<file path="src/rtl/rv32imf_apu_responder.sv">
// FPU-side end of the core APU interface: forwards granted requests to the FP datapath
// and returns its results in order through a credit-guarded result FIFO.

module rv32imf_apu_responder_chk #(
  parameter int unsigned FIFO_DEPTH = 4,
  parameter int unsigned CNT_W      = 3
) (
  input logic             clk,
  input logic             rst_n,
  input logic [CNT_W-1:0] in_flight,
  input logic [CNT_W-1:0] fifo_cnt,
  input logic             push,
  input logic             pop
);
  // Occupancy bound: the credit rule must keep the FIFO from ever overflowing.
  always @(posedge clk) begin
    if (rst_n) begin
      assert ({1'b0, in_flight} + {1'b0, fifo_cnt} <= (CNT_W+1)'(FIFO_DEPTH))
        else $error("responder occupancy exceeds FIFO_DEPTH");
      assert (!(push && !pop && (fifo_cnt == CNT_W'(FIFO_DEPTH))))
        else $error("responder result FIFO overflow");
    end
  end
endmodule

module rv32imf_apu_responder #(
  parameter int unsigned FIFO_DEPTH = 4
) (
  input  logic             clk,
  input  logic             rst_n,
  input  logic             apu_req_i,
  input  logic [5:0]       apu_op_i,
  input  logic [2:0][31:0] apu_operands_i,
  output logic             apu_gnt_o,
  output logic             apu_rvalid_o,
  output logic [31:0]      apu_result_o,
  output logic [4:0]       apu_flags_o,
  output logic             fpu_in_valid_o,
  input  logic             fpu_in_ready_i,
  output logic [5:0]       fpu_op_o,
  output logic [2:0][31:0] fpu_operands_o,
  input  logic             fpu_out_valid_i,
  output logic             fpu_out_ready_o,
  input  logic [31:0]      fpu_result_i,
  input  logic [4:0]       fpu_status_i,
  output logic             busy_o,
  output logic             err_o
);
  localparam int unsigned CNT_W = $clog2(FIFO_DEPTH + 1);
  localparam int unsigned PTR_W = $clog2(FIFO_DEPTH);
  localparam logic [CNT_W:0]   DEPTH_W = (CNT_W+1)'(FIFO_DEPTH);
  localparam logic [CNT_W-1:0] CNT_ONE = CNT_W'(1);
  localparam logic [PTR_W-1:0] PTR_ONE = PTR_W'(1);

  logic [CNT_W-1:0] in_flight_q, in_flight_d;
  logic [CNT_W-1:0] fifo_cnt_q, fifo_cnt_d;
  logic [PTR_W-1:0] wr_ptr_q, rd_ptr_q;
  logic [36:0]      mem_q [FIFO_DEPTH];
  logic             rvalid_q, err_q;
  logic [31:0]      result_q;
  logic [4:0]       flags_q;

  logic [CNT_W:0] occ_s;
  logic           credit_s, gnt_s, accept_s, spurious_s, pop_s;
  logic [36:0]    head_s;

  assign occ_s      = {1'b0, in_flight_q} + {1'b0, fifo_cnt_q};
  assign credit_s   = occ_s < DEPTH_W;
  assign gnt_s      = apu_req_i & credit_s & fpu_in_ready_i;
  // Legality is judged on the pre-update in_flight, so a same-cycle grant cannot excuse a result.
  assign accept_s   = fpu_out_valid_i & (in_flight_q != {CNT_W{1'b0}});
  assign spurious_s = fpu_out_valid_i & (in_flight_q == {CNT_W{1'b0}});
  assign pop_s      = fifo_cnt_q != {CNT_W{1'b0}};
  assign head_s     = mem_q[rd_ptr_q];

  assign fpu_in_valid_o  = apu_req_i & credit_s;
  assign fpu_op_o        = apu_op_i;
  assign fpu_operands_o  = apu_operands_i;
  assign fpu_out_ready_o = 1'b1;
  assign apu_gnt_o       = gnt_s;
  assign apu_rvalid_o    = rvalid_q;
  assign apu_result_o    = result_q;
  assign apu_flags_o     = flags_q;
  assign err_o           = err_q;
  assign busy_o          = (in_flight_q != {CNT_W{1'b0}}) | pop_s | rvalid_q;

  // Next-state counts for in-flight operations and buffered results.
  always_comb begin
    in_flight_d = in_flight_q;
    fifo_cnt_d  = fifo_cnt_q;
    if (gnt_s && !accept_s) begin
      in_flight_d = in_flight_q + CNT_ONE;
    end else if (accept_s && !gnt_s) begin
      in_flight_d = in_flight_q - CNT_ONE;
    end else begin
      in_flight_d = in_flight_q;
    end
    if (accept_s && !pop_s) begin
      fifo_cnt_d = fifo_cnt_q + CNT_ONE;
    end else if (pop_s && !accept_s) begin
      fifo_cnt_d = fifo_cnt_q - CNT_ONE;
    end else begin
      fifo_cnt_d = fifo_cnt_q;
    end
  end

  // Control state, pointers, sticky error and the registered return stage.
  always_ff @(posedge clk or negedge rst_n) begin
    if (!rst_n) begin
      in_flight_q <= {CNT_W{1'b0}};
      fifo_cnt_q  <= {CNT_W{1'b0}};
      wr_ptr_q    <= {PTR_W{1'b0}};
      rd_ptr_q    <= {PTR_W{1'b0}};
      err_q       <= 1'b0;
      rvalid_q    <= 1'b0;
      result_q    <= 32'h0000_0000;
      flags_q     <= 5'h00;
    end else begin
      in_flight_q <= in_flight_d;
      fifo_cnt_q  <= fifo_cnt_d;
      if (accept_s) begin
        wr_ptr_q <= wr_ptr_q + PTR_ONE;
      end
      if (spurious_s) begin
        err_q <= 1'b1;
      end
      rvalid_q <= pop_s;
      if (pop_s) begin
        rd_ptr_q <= rd_ptr_q + PTR_ONE;
        result_q <= head_s[31:0];
        flags_q  <= head_s[36:32];
      end
    end
  end

  // Result storage, {status, result} per entry.
  always_ff @(posedge clk) begin
    if (accept_s) begin
      mem_q[wr_ptr_q] <= {fpu_status_i, fpu_result_i};
    end
  end

  rv32imf_apu_responder_chk #(.FIFO_DEPTH(FIFO_DEPTH), .CNT_W(CNT_W)) u_chk (
    .clk       (clk),
    .rst_n     (rst_n),
    .in_flight (in_flight_q),
    .fifo_cnt  (fifo_cnt_q),
    .push      (accept_s),
    .pop       (pop_s)
  );
endmodule

</file>
<file path="config.mk">
export PLATFORM = sky130hd
export DESIGN_NAME = rv32imf_apu_responder
export DESIGN_NICKNAME = d
export VERILOG_FILES = /design/src/rtl/rv32imf_apu_responder.sv
export SDC_FILE = /design/constraint.sdc
export NUM_CORES = 1
export LEC_CHECK = 0
export CAP_MARGIN = 0
export CORE_MARGIN = 2
export CORE_UTILIZATION = 41
export CTS_CLUSTER_DIAMETER = 40
export DETAILED_ROUTE_END_ITERATION = 10
export PLACE_DENSITY = 0.76
export SKIP_CTS_REPAIR_TIMING = 1
export SYNTH_ARGS = -nofsm -noshare
export SYNTH_HDL_FRONTEND = slang
export SYNTH_SLANG_ARGS = --single-unit
</file>
<file path="constraint.sdc">
create_clock -name clk -period 2.4 [get_ports clk]
set_input_delay 0.6 -clock clk [delete_from_list [all_inputs] [get_ports clk]]
set_output_delay 0.6 -clock clk [all_outputs]
set_load 0.01 [all_outputs]
</file>
==> metrics <==
LEAKAGE 3.43 nW; Max-Cap Viols 0; grt met1 use 0.170; die area 0.0210 sq mm; met3 Resource Use GR 0.145; combinational family with the most area after synthesis buffers and inverters; first-pass GRT wire length 31600 microns; share of synthesized flip-flops with an asynchronous set or reset 0.249; outcome finished with violations; slowest CP cell or4b_4; largest net degree at the start of global routing 50; area share of the largest cell type after synthesis 0.545; DRC errors left 0; final net count 669; Fillers 1606; H-tree Lvls 4; Post-synth EDFFs 148; worst-skew pair later-pin latency 420 ps; Placer Congestion 0.865; post-route ant nets 0; Clock power frac 0.238; post-synthesis cell count 510; Initial DRC Count 280; design area 0.00938 sq mm; Seq pwr share 0.431; Main synth FF type edfxtp_1; Final period util 1.12; Netlist cell types 28; Yosys top cell by area edfxtp_1; top cells by count, synth edfxtp_1 (148), nand2_1 (112), buf_4 (105); Tmin final 2700 ps; Syn Nets 663; drt via density 5.10; PD cells 1270 mW/mm^2; final setup fails 5; Final Max Slew Viols 0; Post-Synth Adder-Cell Area 0.0147; CP max FO 2; WL/cell 27.6 microns; mux cell area share after synthesis 0.105; Area Overhead vs Synth 15.0%; Int Power 8.30 mW; CP arrival 2100 ps; CTS max path bufs 2; Root Driver clkbuf_16; post-placement cell count 762; Tightest Hold Check Type input port to asynchronous set/reset pin; vias in the first global route 4312; simple-gate share of the synthesized area 0.0618; CP max stage delay 510 ps; worst relative slew slack 0.529; Power, Total 11.9 mW; met2 usage 0.373; Switching Fraction 0.305; RSZ-0062 raised after global routing true; top post-synthesis cells by area edfxtp_1 (55%), dfrtp_1 (15%), mux4_2 (10%); CTS Buf Count 17; Worst-path clk slew 70 ps; DR vias 4046; FP Rows 51; Starting Density 0.419; Area after DPL 0.00878 sq mm; Place WS -641 ps; grt ovf 0; most instantiated library cell after synthesis edfxtp_1; Buffers on Ports 83; Comb pwr share 0.331; Worst Tran Pin Value 706 ps; Post-Syn Area 0.00815 sq mm; CP Class register to primary output; share of layout cells above drive strength 1 0.208; n_diodes 0; busiest grt layer met2; crit-path cells ha_1 > or4b_4 > a31oi_4 > and2_4 > buf_6; CP Capture Type primary output; 1st-pass router iterations 4; Mapped Avg Cell Area 16.0 sq um; CP Launch Type register; # IOs 289; CTS tree done; P_sw 3.64 mW; Synth Area in Compound Gates 0.00292; antenna violations before repair 0; core area 0.0195 sq mm; register area share after synthesis 0.696; GRT Util Overall 0.211; flop and latch count out of synthesis 197; Finished Core Util 0.482; Setup WS post-layout -300 ps; Layout Skew 12.1 ps; Synth warnings 0; Final Hold Vio Count 0; Chip Height 145 microns; clock sinks 197; Post-Layout Cell Count 794; DP HPWL 16900 microns; worst-case register-to-register setup slack -270 ps; routed wire length 22000 microns; Data required, critical path 1800 ps; Synth Area in XOR/XNOR 0.0107; VDD IR max 583 uV; failing checks setup timing; Die Span X 145 microns; Max Freq 370 MHz
## final cells by class
cell class	count	area, sq um	area share
clock buffers	18	429	0.0458
clock inverters	14	165	0.0176
inverters	5	18.8	0.00200
multi-input cells	188	1650	0.176
flip-flops and latches	197	5670	0.605
well taps	265	332	0.0354
repair buffers	107	1110	0.118
## through the flow
| stage | setup TNS (ps) | hold slack, ps |
|---|---|---|
| 3_5_place_dp | -2530 | 448 |
| 6_report | -1150 | 296 |
| 2_1_floorplan | -194 | 304 |
| 5_1_grt | -1340 | 345 |
| 3_3_place_gp | -2440 | 442 |
| 4_1_cts | -2140 | 341 |
## critical path: cells and delay by family (launching register included)
kind	cells	cell delay [ps]
AOI/OAI and AO/OA	1	180
buffers and inverters	1	100
DFF	1	390
and+or+nand+nor	2	700
adders and majority gates	1	310
## cell families (layout without fill, tap and decap cells)
family | Yosys count | after routing
fa+ha+maj | 9 | 9
compound gates | 4 | 4
buf+inv | 125 | 144
xor+xnor | 10 | 10
simple gates | 125 | 125
other cells | 1 | 1
mux | 39 | 39
flops | 197 | 197
## path summary, 6_finish.rpt
kind | from | endpoint | depth (start not counted)
worst max register to register | fifo_cnt_q[2] | in_flight_q[2] | 11
worst min register to register | apu_result_o[3] | apu_result_o[3] | 2
worst max-delay path | fifo_cnt_q[2] | apu_gnt_o | 5
min in group clk | apu_result_o[3] | apu_result_o[3] | 2
max in group asynchronous | rst_n | rd_ptr_q[1] | 2
worst min-delay path | rst_n | apu_result_o[0] | 2
## routing by layer
| metal | wire (microns) | share of wire |
|---|---|---|
| met1 | 5820 | 0.27 |
| met2 | 11500 | 0.53 |
| met3 | 3290 | 0.15 |
| met4 | 1290 | 0.059 |
| met5 | 0 | 0 |
## power groups by stage
stage | sequential [mW] | combinational [mW] | clock, mW
after global routing | 5.24 | 4.30 | 3.02
after floorplan | 5.23 | 2.36 | 0
after CTS | 5.15 | 4.05 | 2.89
after detailed placement | 5.21 | 4.03 | 0
after global placement | 5.14 | 3.92 | 0
final | 5.14 | 3.95 | 2.85
## state kept, by name, indices dropped and copies added (netlist names)
name,cells
mem_q,148
wr_ptr_q,2
apu_rvalid_o,1
fifo_cnt_q,3
rd_ptr_q,2
apu_flags_o,5
in_flight_q,3
err_o,1
apu_result_o,32
## layout by cell type, fill, tap and decap left out, types with 5 or more instances in the layout
master	instances
buf_12	8
dfrtp_1	47
buf_4	15
clkbuf_16	17
nand2_1	112
xnor2_1	5
ha_1	7
clkdlybuf4s50_1	80
edfxtp_1	148
mux4_2	37
xor2_1	5
Power figures use the tool's default switching activity.
